--- config.mk ---
export PLATFORM = sky130hd
export DESIGN_NAME = fixed_to_float_arb
export DESIGN_NICKNAME = d
export VERILOG_FILES = /design/src/rtl/fixed_to_float_arb.sv
export SDC_FILE = /design/constraint.sdc
export NUM_CORES = 1
export LEC_CHECK = 0
export ABC_AREA = 1
export BUFFER_PORTS_ARGS = -buffer_cell sky130_fd_sc_hd__buf_4
export CAP_MARGIN = 20
export CORE_AREA = 5 5 254 256
export DETAILED_ROUTE_END_ITERATION = 8
export DIE_AREA = 0 0 259 261
export MAX_ROUTING_LAYER = met4
export PLACE_DENSITY = 0.45
export SLEW_MARGIN = 20
export SYNTH_ARGS = -nofsm -noshare
export SYNTH_HDL_FRONTEND = slang
export SYNTH_SLANG_ARGS = --single-unit
--- constraint.sdc ---
create_clock -name clk -period 3.8 [get_ports clk]
set_input_delay 0.38 -clock clk [delete_from_list [all_inputs] [get_ports clk]]
set_output_delay 0.38 -clock clk [all_outputs]
set_load 0.02 [all_outputs]
--- src/rtl/fixed_to_float_arb.sv ---
// fixed_to_float_arb
//   Arbitrates NUM_REQ requesters onto one shared, clock-enabled fixed-to-float
//   converter. Round-robin grant, one outstanding conversion per requester,
//   results returned through per-requester valid/ready holding registers.
//
// Ports
//   clk, rstn            : clock (rising edge), asynchronous active-low reset
//   enable               : permits new grants (in-flight work always drains)
//   req_valid/req_ready  : per-requester request handshake (req_ready one-hot)
//   req_integer/fraction : packed per-requester fixed-point operands
//   res_valid/res_ready  : per-requester result handshake
//   res_data             : packed per-requester float results
//   conv_clk_en          : converter clock enable (grant or any tag in flight)
//   conv_fixed_integer/fraction : operands muxed from the granted requester
//   conv_float_val       : converter result, CONV_LAT enabled cycles after input
//   inflight             : number of conversions currently in the converter
module fixed_to_float_arb #(
  parameter int unsigned NUM_REQ   = 4,
  parameter int unsigned INT_WID   = 32,
  parameter int unsigned FRA_WID   = 32,
  parameter int unsigned FLOAT_WID = 64,
  parameter int unsigned CONV_LAT  = 5
) (
  input  logic                            clk,
  input  logic                            rstn,
  input  logic                            enable,
  input  logic [NUM_REQ-1:0]              req_valid,
  output logic [NUM_REQ-1:0]              req_ready,
  input  logic [NUM_REQ*INT_WID-1:0]      req_integer,
  input  logic [NUM_REQ*FRA_WID-1:0]      req_fraction,
  output logic [NUM_REQ-1:0]              res_valid,
  input  logic [NUM_REQ-1:0]              res_ready,
  output logic [NUM_REQ*FLOAT_WID-1:0]    res_data,
  output logic                            conv_clk_en,
  output logic [INT_WID-1:0]              conv_fixed_integer,
  output logic [FRA_WID-1:0]              conv_fixed_fraction,
  input  logic [FLOAT_WID-1:0]            conv_float_val,
  output logic [$clog2(NUM_REQ+1)-1:0]    inflight
);

  localparam int unsigned IDX_W = (NUM_REQ > 1) ? $clog2(NUM_REQ) : 1;
  localparam int unsigned CNT_W = $clog2(NUM_REQ + 1);

  logic [NUM_REQ-1:0]           busy_q, busy_d;
  logic [IDX_W-1:0]             rr_ptr_q, rr_ptr_d;
  logic [CONV_LAT-1:0]          tag_v_q, tag_v_d;
  logic [IDX_W-1:0]             tag_idx_q [CONV_LAT];
  logic [IDX_W-1:0]             tag_idx_d [CONV_LAT];
  logic [NUM_REQ-1:0]           res_valid_q, res_valid_d;
  logic [NUM_REQ*FLOAT_WID-1:0] res_data_q, res_data_d;
  logic [CNT_W-1:0]             inflight_q, inflight_d;

  logic                         gnt_any;
  logic [IDX_W-1:0]             gnt_idx;
  logic [NUM_REQ-1:0]           gnt_onehot;
  logic                         capture;
  int unsigned                  cand;
  logic [IDX_W-1:0]             cand_idx;

  // Round-robin search from rr_ptr. Gated by rstn so nothing is granted
  // while the block is held in reset.
  always_comb begin
    gnt_any    = 1'b0;
    gnt_idx    = '0;
    gnt_onehot = '0;
    cand       = 0;
    cand_idx   = '0;
    if (enable && rstn) begin
      for (int unsigned k = 0; k < NUM_REQ; k++) begin
        cand = 32'(rr_ptr_q) + k;
        if (cand >= NUM_REQ) cand = cand - NUM_REQ;
        cand_idx = IDX_W'(cand);
        if (!gnt_any && req_valid[cand_idx] && !busy_q[cand_idx]) begin
          gnt_any = 1'b1;
          gnt_idx = cand_idx;
        end
      end
    end
    if (gnt_any) gnt_onehot[gnt_idx] = 1'b1;
  end

  always_comb begin
    conv_fixed_integer  = '0;
    conv_fixed_fraction = '0;
    for (int unsigned i = 0; i < NUM_REQ; i++) begin
      if (gnt_any && gnt_idx == IDX_W'(i)) begin
        conv_fixed_integer  = req_integer[i*INT_WID +: INT_WID];
        conv_fixed_fraction = req_fraction[i*FRA_WID +: FRA_WID];
      end
    end
  end

  assign capture     = tag_v_q[CONV_LAT-1];
  assign conv_clk_en = gnt_any | (|tag_v_q);

  always_comb begin
    rr_ptr_d    = rr_ptr_q;
    tag_v_d     = tag_v_q;
    tag_idx_d   = tag_idx_q;
    res_data_d  = res_data_q;
    inflight_d  = inflight_q;
    // A result handshake frees the requester at this edge, so it can only be
    // re-granted in the following cycle.
    busy_d      = busy_q & ~(res_valid_q & res_ready);
    res_valid_d = res_valid_q & ~res_ready;

    if (gnt_any) begin
      busy_d[gnt_idx] = 1'b1;
      rr_ptr_d = (gnt_idx == IDX_W'(NUM_REQ - 1)) ? '0 : gnt_idx + IDX_W'(1);
    end

    // Tags move in lockstep with the converter's own enabled pipeline.
    if (conv_clk_en) begin
      tag_v_d[0]   = gnt_any;
      tag_idx_d[0] = gnt_idx;
      for (int unsigned k = 1; k < CONV_LAT; k++) begin
        tag_v_d[k]   = tag_v_q[k-1];
        tag_idx_d[k] = tag_idx_q[k-1];
      end
    end

    if (capture) begin
      for (int unsigned i = 0; i < NUM_REQ; i++) begin
        if (tag_idx_q[CONV_LAT-1] == IDX_W'(i)) begin
          res_valid_d[i] = 1'b1;
          res_data_d[i*FLOAT_WID +: FLOAT_WID] = conv_float_val;
        end
      end
    end

    if (gnt_any && !capture) begin
      inflight_d = inflight_q + CNT_W'(1);
    end else if (!gnt_any && capture) begin
      inflight_d = inflight_q - CNT_W'(1);
    end
  end

  always_ff @(posedge clk or negedge rstn) begin
    if (!rstn) begin
      busy_q      <= '0;
      rr_ptr_q    <= '0;
      tag_v_q     <= '0;
      tag_idx_q   <= '{default: '0};
      res_valid_q <= '0;
      res_data_q  <= '0;
      inflight_q  <= '0;
    end else begin
      busy_q      <= busy_d;
      rr_ptr_q    <= rr_ptr_d;
      tag_v_q     <= tag_v_d;
      tag_idx_q   <= tag_idx_d;
      res_valid_q <= res_valid_d;
      res_data_q  <= res_data_d;
      inflight_q  <= inflight_d;
    end
  end

  assign req_ready = gnt_onehot;
  assign res_valid = res_valid_q;
  assign res_data  = res_data_q;
  assign inflight  = inflight_q;

endmodule

==> metrics.md <==
| Metric | Value |
|---|---|
| Worst r2r dst | inflight[2]$_DFFE_PN0P_ |
| CP top delay family | buffers and inverters |
| Post-synth top cells | 588 x nand2_1, 284 x dfrtp_1, 263 x o21ai_0 |
| Core Area | 62,300 um^2 |
| Relative slew margins | 34.3% |
| Die height | 261 um |
| Critical Path Fanout Max | 59 |
| Initial antenna violation count | 7 |
| Library cells used by synthesis | 28 |
| Worst Path Required | 3.42 ns |
| Total Wirelength | 72,300 um |
| Vias | 15,455 |
| Reg2reg setup slack | 0.88 ns |
| Max-slew violations | 0 |
| Syn Nets | 2,263 |
| Buffers and inverters on the worst path | 6 |
| Vias in the first global route | 15,079 |
| Overflow after GRT | 0 |
| Initial Utilization | 23.3% |
| DR iter-0 viols | 1,077 |
| Power density cells | 768 nW/um^2 |
| Max-cap violations | 0 |
| Hold path depth | 3 |
| Dpl hpwl | 52,000 um |
| Synthesis-stage register bit count | 284 |
| Fin. Hold Viols | 0 |
| Launching point of the worst reg2reg path | rr_ptr_q[1]$_DFFE_PN0P_ |
| Sequence of cells on the critical path | dlygate4sd3_1, buf_8, nand2_1, inv_6, buf_4, buf_4, nand4_1, nand3_1, nand2_1, nand2_1, buf_4 |
| Final setup violation count | 0 |
| Clock latency on the worst-skew pair | 0.59 ns |
| Vias per Instance | 4.53 |
| Worst Tran Pin Value | 0.986 ns |
| FMAX | 272 MHz |
| Nets@finish | 2,870 |
| Share of layout cells above drive strength 1 | 32.1% |
| DRT Pass-1 Iters | 5 |
| Clock skew | 0.0403 ns |
| RSZ-0062 raised after global routing | yes |
| Die area | 67,600 um^2 |
| Post-synthesis sequential area ratio | 49.1% |
| Gate Count Post-Synth | 1,926 |
| Setup ws final | 0.124 ns |
| Hold Startpoint | conv_float_val[2] |
| H-tree depth | 1 |
| Die W | 259 um |
| TritonCTS clock tree | done |
| Syn Area/Cell | 7.52 um^2 |
| Net Sw Frac | 44.5% |
| CP max stage delay | 0.62 ns |
| Fin crit share | 96.7% |
| Post-route cell area | 22,000 um^2 |
| Post-synth ARST share | 100% |
| Crit path max-delay cell type | buf_4 |
| Setup WS pre-CTS | 0.311 ns |
| Synth area leader | dfrtp_1 |
| Stages on the worst setup path | 11 |
| Seq pwr share | 30.3% |
| Sw Pwr | 7.53 mW |
| WHS Endpoint | res_data[194]$_DFFE_PN0P_ |
| Post-DR wirelength/cell | 21.2 um |
| Most frequent cell after synthesis | nand2_1 |
| Internal | 9.39 mW |
| Post-synth EDFFs | 0 |
| Area after DPL | 20,100 um^2 |
| First-pass GRT wire length | 99,300 um |
| Logic gate share of total power | 52.4% |
| Total CTS buffers | 30 |
| Worst ir drop on vdd | 396 uV |
| Startpoint types | primary input |
| Port Buf Inserts | 662 |
| P_leak | 12.1 nW |
| Tmin final | 3.68 ns |
| GR Util All Layers | 19.5% |
| Hold Path Class | in2reg |
| RePlAce Congestion | 0.894 |
| Largest net degree at the start of global routing | 96 |
| Setup CP Type | in2out |
| P&R area growth vs syn | 52.2% |
| DR DRC count | 0 |
| Worst reg2reg path depth | 16 |
| Arr. time, crit path | 3.30 ns |
| Syn Std Cell Area | 14,500 um^2 |
| IO Pins | 663 |
| Yosys Warn Count | 0 |
| Status | complete, no violations |
| Antenna-violating nets left | 0 |
| Root Driver | clkbuf_16 |
| Cell Rows | 92 |
| Longest Clk Path Bufs | 3 |
| Clk slew on worst S/H paths | 0.06 ns |
| Yosys top cell area share | 49.1% |
| Top FF cell, synth | dfrtp_1 |
| Clock power share | 17.3% |
| Hold WS | 0.101 ns |
| Top post-synthesis cells by area | dfrtp_1 49%, nand2_1 15%, o21ai_0 9.1% |
| Setup crit end kind | output port |
| CTS Sinks | 284 |
sequential cells by signal (all words and copies together), names as in the netlist:
signal and flops:
rr_ptr_q 2, tag_idx_q 10, res_valid 4, busy_q 4, res_data 256, tag_v_q 5, inflight 3
stage by stage:
step                      TNS (ns)  std cells  power, mW  utilization (%)
after floorplan                  0       1926       9.58                -
after global placement           0       3306       13.5             32.3
after detailed placement         0       3306       13.6             32.3
after CTS                  -0.0725       3378       16.9             34.5
after global routing         -2.97       3408       18.0             35.4
final                            0       3408       16.9             35.4
cell families after synthesis:
group           synth area share (%)
simple gates                    28.3
buf+inv                         12.5
flops                           49.1
compound gates                  9.30
fa+ha+maj                      0.570
xor+xnor                       0.121
mux                           0.0777
routing by layer:
metal  GRT usage [%]  vias up  share of wire [%]
li1                -     7384                  -
met1            23.9     7442                 41
met2            33.7      575                 50
met3            4.86       54                7.6
met4            2.88        0                1.7
met5               -        -                  0
worst reg2reg max path, cell delays in order (launching register included):
cell	delay, ns
dfrtp_1	0.43
inv_2	0.17
nand2_2	0.08
nand2_2	0.09
nand3_2	0.09
nand2_2	0.11
nor2_4	0.05
buf_4	0.13
nand3_4	0.21
nand2_1	0.18
inv_1	0.21
ha_1	0.18
inv_1	0.07
fa_1	0.38
a21oi_1	0.14
o21ai_0	0.12
xnor2_1	0.14
cell type report:
cell class                 instances  area, um^2
fill                            6722       40200
timing repair buffer             728        6000
clock inverter                     9         124
inverter                         283        1080
multi-input combinational       1206        5780
tap                              846        1060
sequential                       284        7110
antenna                            7        17.5
clock buffer                      45         867
worst max-delay path by stage:
stage	startpoint	slack (ns)	end
global placement	rr_ptr_q[0]$_DFFE_PN0P_	0.39	conv_fixed_integer[23]
CTS	rr_ptr_q[0]$_DFFE_PN0P_	-0.03	conv_fixed_integer[29]
finish	rstn	0.12	conv_fixed_fraction[15]
global route	rr_ptr_q[0]$_DFFE_PN0P_	-0.08	conv_fixed_integer[8]
detailed placement	rr_ptr_q[0]$_DFFE_PN0P_	0.31	conv_fixed_integer[23]
floorplan	rr_ptr_q[0]$_DFFE_PN0P_	0.87	conv_fixed_integer[22]
layout by cell type, fill, tap and decap left out, types with 3 or more instances in the layout:
cell type / synthesis / routed
dfrtp_1: 284 / 283
inv_2: 4 / 3
nand3_4: 1 / 8
buf_16: 0 / 4
clkinv_1: 46 / 46
nand2_1: 588 / 569
nand2_2: 1 / 18
nand3_2: 3 / 9
clkbuf_16: 0 / 41
clkbuf_8: 0 / 6
dlygate4sd3_1: 0 / 6
buf_6: 15 / 5
nand4_1: 192 / 192
buf_4: 10 / 683
ha_4: 0 / 3
clkinv_2: 0 / 5
buf_12: 0 / 17
o21ai_0: 263 / 262
clkbuf_1: 96 / 9
diode_2: 0 / 7
o21ai_1: 3 / 3
nor2_1: 66 / 65
inv_1: 232 / 230
nand3_1: 74 / 61
power by group through the flow:
stage | Clock [mW] | Combinational [mW] | Sequential [mW]
detailed placement | 0 | 8.47 | 5.17
global route | 3.14 | 9.55 | 5.28
CTS | 3.03 | 8.75 | 5.13
finish | 2.93 | 8.87 | 5.13
floorplan | 0 | 3.06 | 6.51
global placement | 0 | 8.42 | 5.12
timing repair:
item	in CTS	in global routing
endpoints found under the hold margin	23	0
buffers inserted	9	11
pin swaps	4	11
resized for setup	15	56
hold buffers	6	0
endpoints found under the setup margin	64	64
cloned	3	13
No activity file was read; power rests on OpenSTA's default activity.
